**config.mk**
```make
export PLATFORM = sky130hd
export DESIGN_NAME = sipo_frame_rx
export DESIGN_NICKNAME = d
export VERILOG_FILES = /design/src/rtl/sipo_frame_rx.sv
export SDC_FILE = /design/constraint.sdc
export NUM_CORES = 1
export LEC_CHECK = 0
export CORE_MARGIN = 8
export CORE_UTILIZATION = 40
export DETAILED_ROUTE_END_ITERATION = 12
export PLACE_DENSITY = 0.61
export REMOVE_ABC_BUFFERS = 1
export SKIP_CTS_REPAIR_TIMING = 1
export SLEW_MARGIN = 20
export SYNTH_ARGS = -nofsm -noshare
export SYNTH_HDL_FRONTEND = slang
export SYNTH_SLANG_ARGS = --single-unit
```
**constraint.sdc**
```tcl
create_clock -name clk -period 2.6 [get_ports clk]
set_clock_uncertainty 0.1 [all_clocks]
set_input_delay 0.65 -clock clk [delete_from_list [all_inputs] [get_ports clk]]
set_output_delay 0.65 -clock clk [all_outputs]
set_load 0.1 [all_outputs]
```
**src/rtl/sipo_frame_rx.sv**
```systemverilog
// Framed serial receiver: start bit, WIDTH data bits MSB first, even parity.
// Rebuilt words are queued in a small FIFO with a valid/ready output port.
module sipo_frame_rx #(
  parameter int WIDTH = 4,
  parameter int DEPTH = 2
) (
  input  logic             clk,
  input  logic             reset_n,
  input  logic             serial_in,
  input  logic             bit_en,
  input  logic             clear,
  output logic [WIDTH-1:0] data_out,
  output logic             par_err,
  output logic             data_valid,
  input  logic             data_ready,
  output logic             overflow,
  output logic             busy
);
  localparam int AW = (DEPTH > 1) ? $clog2(DEPTH) : 1;
  localparam int CW = $clog2(WIDTH) + 1;

  localparam logic [1:0] IDLE   = 2'd0;
  localparam logic [1:0] DATA   = 2'd1;
  localparam logic [1:0] PARITY = 2'd2;

  logic [1:0]       state_q, state_d;
  logic [CW-1:0]    cnt_q, cnt_d;
  logic [WIDTH-1:0] shift_q, shift_d;
  logic [WIDTH:0]   mem_q [DEPTH];
  logic [WIDTH:0]   mem_d [DEPTH];
  logic [AW-1:0]    wr_ptr_q, wr_ptr_d;
  logic [AW-1:0]    rd_ptr_q, rd_ptr_d;
  logic [AW:0]      count_q, count_d;
  logic             overflow_q, overflow_d;

  logic             push;
  logic             pop;
  logic             accept;
  logic [WIDTH:0]   push_word;
  logic [WIDTH:0]   head_word;

  always_comb begin
    state_d    = state_q;
    cnt_d      = cnt_q;
    shift_d    = shift_q;
    mem_d      = mem_q;
    wr_ptr_d   = wr_ptr_q;
    rd_ptr_d   = rd_ptr_q;
    count_d    = count_q;
    overflow_d = 1'b0;
    push       = 1'b0;
    // Word stored as {parity error, data}; error when total ones is odd.
    push_word  = {(^shift_q) ^ serial_in, shift_q};

    if (bit_en) begin
      case (state_q)
        IDLE: begin
          if (serial_in) begin
            state_d = DATA;
            cnt_d   = '0;
          end
        end
        DATA: begin
          shift_d = {shift_q[WIDTH-2:0], serial_in};
          cnt_d   = cnt_q + CW'(1);
          if (cnt_q == CW'(WIDTH - 1)) begin
            state_d = PARITY;
          end
        end
        PARITY: begin
          push    = 1'b1;
          state_d = IDLE;
        end
        default: state_d = IDLE;
      endcase
    end

    pop    = data_valid && data_ready;
    // A pop in the same cycle frees a slot, so a full FIFO still accepts.
    accept = push && ((count_q < (AW+1)'(DEPTH)) || pop);

    if (accept) begin
      mem_d[wr_ptr_q] = push_word;
      wr_ptr_d        = wr_ptr_q + AW'(1);
    end
    if (pop) begin
      rd_ptr_d = rd_ptr_q + AW'(1);
    end
    case ({accept, pop})
      2'b10:   count_d = count_q + (AW+1)'(1);
      2'b01:   count_d = count_q - (AW+1)'(1);
      default: count_d = count_q;
    endcase
    overflow_d = push && !accept;

    if (clear) begin
      state_d    = IDLE;
      cnt_d      = '0;
      shift_d    = '0;
      wr_ptr_d   = '0;
      rd_ptr_d   = '0;
      count_d    = '0;
      overflow_d = 1'b0;
    end
  end

  always_ff @(posedge clk or negedge reset_n) begin
    if (!reset_n) begin
      state_q    <= IDLE;
      cnt_q      <= '0;
      shift_q    <= '0;
      wr_ptr_q   <= '0;
      rd_ptr_q   <= '0;
      count_q    <= '0;
      overflow_q <= 1'b0;
      for (int i = 0; i < DEPTH; i++) begin
        mem_q[i] <= '0;
      end
    end else begin
      state_q    <= state_d;
      cnt_q      <= cnt_d;
      shift_q    <= shift_d;
      wr_ptr_q   <= wr_ptr_d;
      rd_ptr_q   <= rd_ptr_d;
      count_q    <= count_d;
      overflow_q <= overflow_d;
      for (int i = 0; i < DEPTH; i++) begin
        mem_q[i] <= mem_d[i];
      end
    end
  end

  assign head_word  = mem_q[rd_ptr_q];
  assign data_valid = (count_q != '0);
  assign data_out   = data_valid ? head_word[WIDTH-1:0] : '0;
  assign par_err    = data_valid ? head_word[WIDTH] : 1'b0;
  assign overflow   = overflow_q;
  assign busy       = (state_q != IDLE);

endmodule

```
# Yosys cells after proc, flatten, opt, wreduce, memory -nomap -nowiden
# Index checks and enable logic that the tools add are counted.
# Widths: inputs -> output; s select.
dict set report classes {
  n_addsub 5
  n_mul 0
  div_mod_pow 0
  magnitude_cmp 4
  eq_ne 7
  shift 0
  n_mux 29
  n_bitwise 3
  n_reduce_logical 19
}
# op n
set op_table {}
lappend op_table {{$mux 5} 4}
lappend op_table {{$mux 4} 4}
lappend op_table {{$reduce_bool 2->1} 6}
lappend op_table {{$bwmux 10} 1}
lappend op_table {{$mux 2} 5}
lappend op_table {{$mux 3} 3}
lappend op_table {{$mux 1} 8}
lappend op_table {{$pmux 2 s2} 2}
lappend op_table {{$ne 3x3->1 const B} 2}
lappend op_table {{$pmux 3 s2} 1}
lappend op_table {{$reduce_and 3->1} 2}
lappend op_table {{$reduce_bool 3->1} 2}
lappend op_table {{$demux 5 s1} 1}
lappend op_table {{$eq 2x1->1 const B} 2}
lappend op_table {{$eq 2x2->1 const B} 2}
lappend op_table {{$ge 2x2->1 const B} 2}
lappend op_table {{$logic_and 1x1->1} 4}
lappend op_table {{$not 1->2} 2}
lappend op_table {{$reduce_xor 4->1} 1}
lappend op_table {{$add 3x1->3 const B} 1}
lappend op_table {{$eq 3x2->1 const B} 1}
lappend op_table {{$add 1x1->1 const B} 2}
lappend op_table {{$add 2x1->2 const B} 1}
lappend op_table {{$logic_not 2->1} 1}
lappend op_table {{other kinds (7)} 7}
dict set report totals {
  register_bits 24
  latchBits 0
  mem_bits_rw 0
  romBits 0
  word_cells 76
  mem_count 0
}

# Longest topological paths before layout
dict set report logic_depth {
  word_depth 7
  ltp_mapped 5
}

# Worst setup path after synthesis
# OpenSTA, ideal clock, no wires.
dict set report synth_path {
  kind {register -> output}
  from {register rd_ptr_q}
  to {output data_out[0]}
  arrival_ns 1.968
  t_required_ns 1.850
  path_slack_ns -0.118
  stages_incl_launch_ff 4
  path_cell_list {dfrtp_1 > clkbuf_1 > mux2i_1 > nor2_1}
}
dict set report synth_between {
  elab_chain_cells 5
}
# element line
set synth_lines {}
lappend synth_lines {{start: declaration} 32} ;# logic [AW-1:0] rd_ptr_q, rd_ptr_d;
lappend synth_lines {{start signal: assignment} 124} ;# rd_ptr_q <= rd_ptr_d;
lappend synth_lines {{$not 1->2 (not written as such)} 133} ;# assign head_word = mem_q[rd_ptr_q];
lappend synth_lines {{$mux 5 (not written as such) (3 in a row)} 133}
lappend synth_lines {{$mux 4} 135} ;# assign data_out = data_valid ? head_word[WIDTH-1:0] : '0;
lappend synth_lines {{end: declaration} 12} ;# output logic [WIDTH-1:0] data_out,
# No other way between the ends. The select of a mux whose other input is x is not followed.

# Worst setup path in the final report
dict set report layout_path {
  from {register count_q[1]}
  to {output data_out[2]}
}
dict set report layout_between {
  elab_chain_cells 2
}
# element line
set layout_lines {}
lappend layout_lines {{start: declaration} 33} ;# logic [AW:0] count_q, count_d;
lappend layout_lines {{start signal: assignment} 125} ;# count_q <= count_d;
lappend layout_lines {{$reduce_bool 2->1} 134} ;# assign data_valid = (count_q != '0);
lappend layout_lines {{$mux 4} 135}
# No other way between the ends.

==> metrics list <==
* Result of the run: complete, no violations
- The number of antenna diodes in the final layout is 0.
- Count of maximum capacitance violations: 0
- R2R Path Start: state_q[0]
- Number of DRC violations after detailed-routing iteration 0: 22
* Worst reg2reg path endpoint: mem_q[8]
- Worst-Skew Late Latency: about 0.30 ns
- For this block, the via count after detailed routing is 832.
- STA classifies the critical path endpoint as an output port.
- The initial utilization of the core area, before any placement, comes to just over 40%.
- Global routing consumed, over all layers together, 9.62% of the routing resources.
- Peak Freq: 447 MHz
- Register-to-register setup slack: 1.02 ns
- Vertical die dimension: ~71 µm
* Worst Hold Path Cells: 1
- Final setup vio count: 0
- Synthesis-to-finish area growth: 19.1%
- The routed design has 2180 µm of wire.
- Counting flops and latches in the post-synthesis netlist gives 24.
- Combinational family with the most area after synthesis: simple AND/OR/NAND/NOR gates
- After detailed routing, the average wire length per cell comes to ~14 µm.
* Required time at the endpoint of the critical path: between 1.5 and 2 ns
- Initial antenna violation count: 0
- The max-slew violation count is 0.
- Summing the areas of all fa, ha and maj instances in the mapped netlist gives a little over 2% of the synthesized area.
- TritonCTS built the clock tree.
- Arrival time at the worst endpoint: approximately 1.5 ns
- The worst hold path terminates at mem_q[1].
* CTS Sinks: 24
* Share of cells above drive strength 1: between 15 and 20%
* DR vias/cell: around 5.2
- After clock tree synthesis, the clock-pin slew on the worst setup and hold paths is 0.12 ns.
- Buffers inserted during clock tree synthesis total 3.
- Synthesis produced about 110 cells.
- IR drop worst, VDD: just under 300 µV
- The first global-routing pass estimated roughly 4000 µm of wire.
* Share of synthesized area spent on multiplexers: between 10% and 20%
* Length in cells of the worst reg-to-reg path: 3
- Critical path class: register to output port
* First-pass iteration count of the detailed router: 4
* Static leakage power: roughly 0.7 nW
- Xor and xnor fraction of the mapped netlist area: 4.02%
- The die is between 70 and 80 µm wide.
* Core Area: 0.00298 mm²
- The clock period could shrink to ~2.2 ns.
- Final Hold Vio Count: 0
- Max-slew headroom: 63.2%
- Routability congestion estimate from global placement: 0.701
* Fin area: ~0.0014 mm²
- The final critical path takes up a little under nine tenths of the cycle.
- For this run, design rule violations remaining after detail routing come to 0.
* Fin Hold WS: approximately 0.4 ns
- STA classifies the critical path startpoint as a register.
- Count of unique library cells instantiated by Yosys: 31
* Placed Instance Area: 0.00142 mm²
- Summing every instance area after synthesis gives between 0.001 and 0.0015 mm².
- For this run the aggregate overflow at the end of global routing stands at 0.
- Vias in the first global route: about 850
* Number of cell rows: 20
* Maximum number of pins on one net before global-route repair: 25
- After Yosys synthesis, and, or, nand and nor cells account for 20.2% of the synthesized area.
- The Yosys step of the flow raised 0 warnings.
- Buffers on Ports: 13
- Dividing total power by cell area gives a power density of 413 mW/mm².
* Mean instance size in the synthesized netlist: 10.8 µm²
- Net count, final: around 140
- DPL Wire Length: ~1700 µm
- During I/O placement, the number of pins put on the boundary was 14.
- For the pin with the worst max-slew slack, the measured transition is between 0.5 and 0.6 ns.
- The clock passes through at most 2 buffers.
* Setup TNS: 0 ns
- The tightest min-delay check is of the register to register type.
- The synthesized netlist devotes under 10% of its cell area to compound gates.
- Unrepaired setup endpoints after global routing: false
- Launch point of the worst hold path: mem_q[1]
- Area of the die: just over 0.005 mm²
* Clock H-tree levels: 1
* Sequential share of the synthesized area: between 40% and 50%
- Largest fanout of any net on the critical path: 9
* CTS root buffer: clkbuf_4
* Post-DRT Antenna Nets: 0
cell type report:
type / count / area, µm²
inverters: 3 / 11.3
fillers: 277 / 1530
flip-flops and latches: 24 / 601
clock buffers: 3 / 22.5
multi-input cells: 82 / 591
well taps: 33 / 41.3
repair buffers: 14 / 180
worst max path at each step:
| stage | from | end | slack, ns |
|---|---|---|---|
| after global placement | bit_en | mem_q[7] | 0.30 |
| after floorplan | rd_ptr_q | data_out[0] | -0.008 |
| after CTS | count_q[1] | data_out[2] | 0.30 |
| final | count_q[1] | data_out[2] | 0.36 |
| after detailed placement | bit_en | mem_q[8] | 0.26 |
| after global routing | count_q[1] | data_out[3] | 0.16 |
state kept, by name (all words and copies together) (netlist names):
register and cells:
overflow 1, shift_q 4, rd_ptr_q 1, count_q 2, mem_q 10, state_q 2
wr_ptr_q 1, cnt_q 3
cells in the mapped netlist, drive strengths merged:
library cell | number | share of area [%]
and3b | 3 | 2.2
o21ai | 6 | 2.5
inv | 3 | 0.93
a21o | 1 | 0.62
nand3b | 3 | 2.9
and2b | 1 | 0.62
nand2b | 4 | 2.1
buf | 1 | 0.41
mux2i | 5 | 4.1
xnor2 | 1 | 0.72
ha | 2 | 2.1
a211oi | 1 | 0.62
xor2 | 2 | 1.4
mux2 | 10 | 9.6
nor2 | 11 | 3.4
nor3 | 4 | 2.1
or2 | 1 | 0.52
clkbuf | 2 | 0.62
nand2 | 10 | 3.1
o211a | 1 | 0.82
or3 | 1 | 0.93
xnor3 | 1 | 1.9
dfrtp | 24 | 49
nor2b | 2 | 1.0
a21oi | 10 | 4.1
or2b | 1 | 0.62
nand3 | 1 | 0.82
cells in the final DEF (no fill, tap or decap), types with 2 or more instances in the layout:
cell type,n
a21oi_1,10
and3b_1,3
buf_12,5
buf_4,4
clkbuf_4,3
clkdlybuf4s50_1,5
dfrtp_1,24
ha_1,2
inv_1,3
mux2_1,8
mux2i_1,5
nand2_1,10
nand2b_1,4
nand3b_1,2
nor2_1,11
nor2b_1,2
nor3_1,3
o21ai_0,6
xor2_1,2
metrics by stage:
stage	utilization (%)	instances	worst slack, ns	power (mW)
floorplan	-	109	-0.00797	0.420
global placement	47.8	156	0.302	0.448
detailed placement	47.8	156	0.265	0.450
CTS	48.6	159	0.296	0.606
global route	48.6	159	0.156	0.627
finish	48.6	159	0.363	0.597
per-layer routing:
metal	share of wire [%]	up-vias	track usage (%)
met2	49	12	15.8
met1	45	401	11.2
met5	0	-	0
met4	1.6	0	4.16
met3	4.5	4	3.11
li1	-	415	-
report_power, final:
group          internal, mW  total, mW  switching (mW)
registers             0.377      0.382         0.00542
clock network        0.0540      0.155           0.101
logic                0.0225     0.0599          0.0374
total                 0.453      0.597           0.143
cell families (layout without fill, tap and decap cells):
kind of cell | count (synthesis) | count (layout)
AOI/OAI and AO/OA | 19 | 19
xor gates and xnor gates | 4 | 4
adders and majority gates | 2 | 2
buffers and inverters | 6 | 20
DFF | 24 | 24
muxes | 15 | 15
and+or+nand+nor | 42 | 42
worst max-delay path: stages, from the launching register on:
cell and delay, ns:
dfrtp_1 0.47, nor2_1 0.37, nor2_1 0.15, buf_12 0.19
No activity file was read; power rests on OpenSTA's default activity.
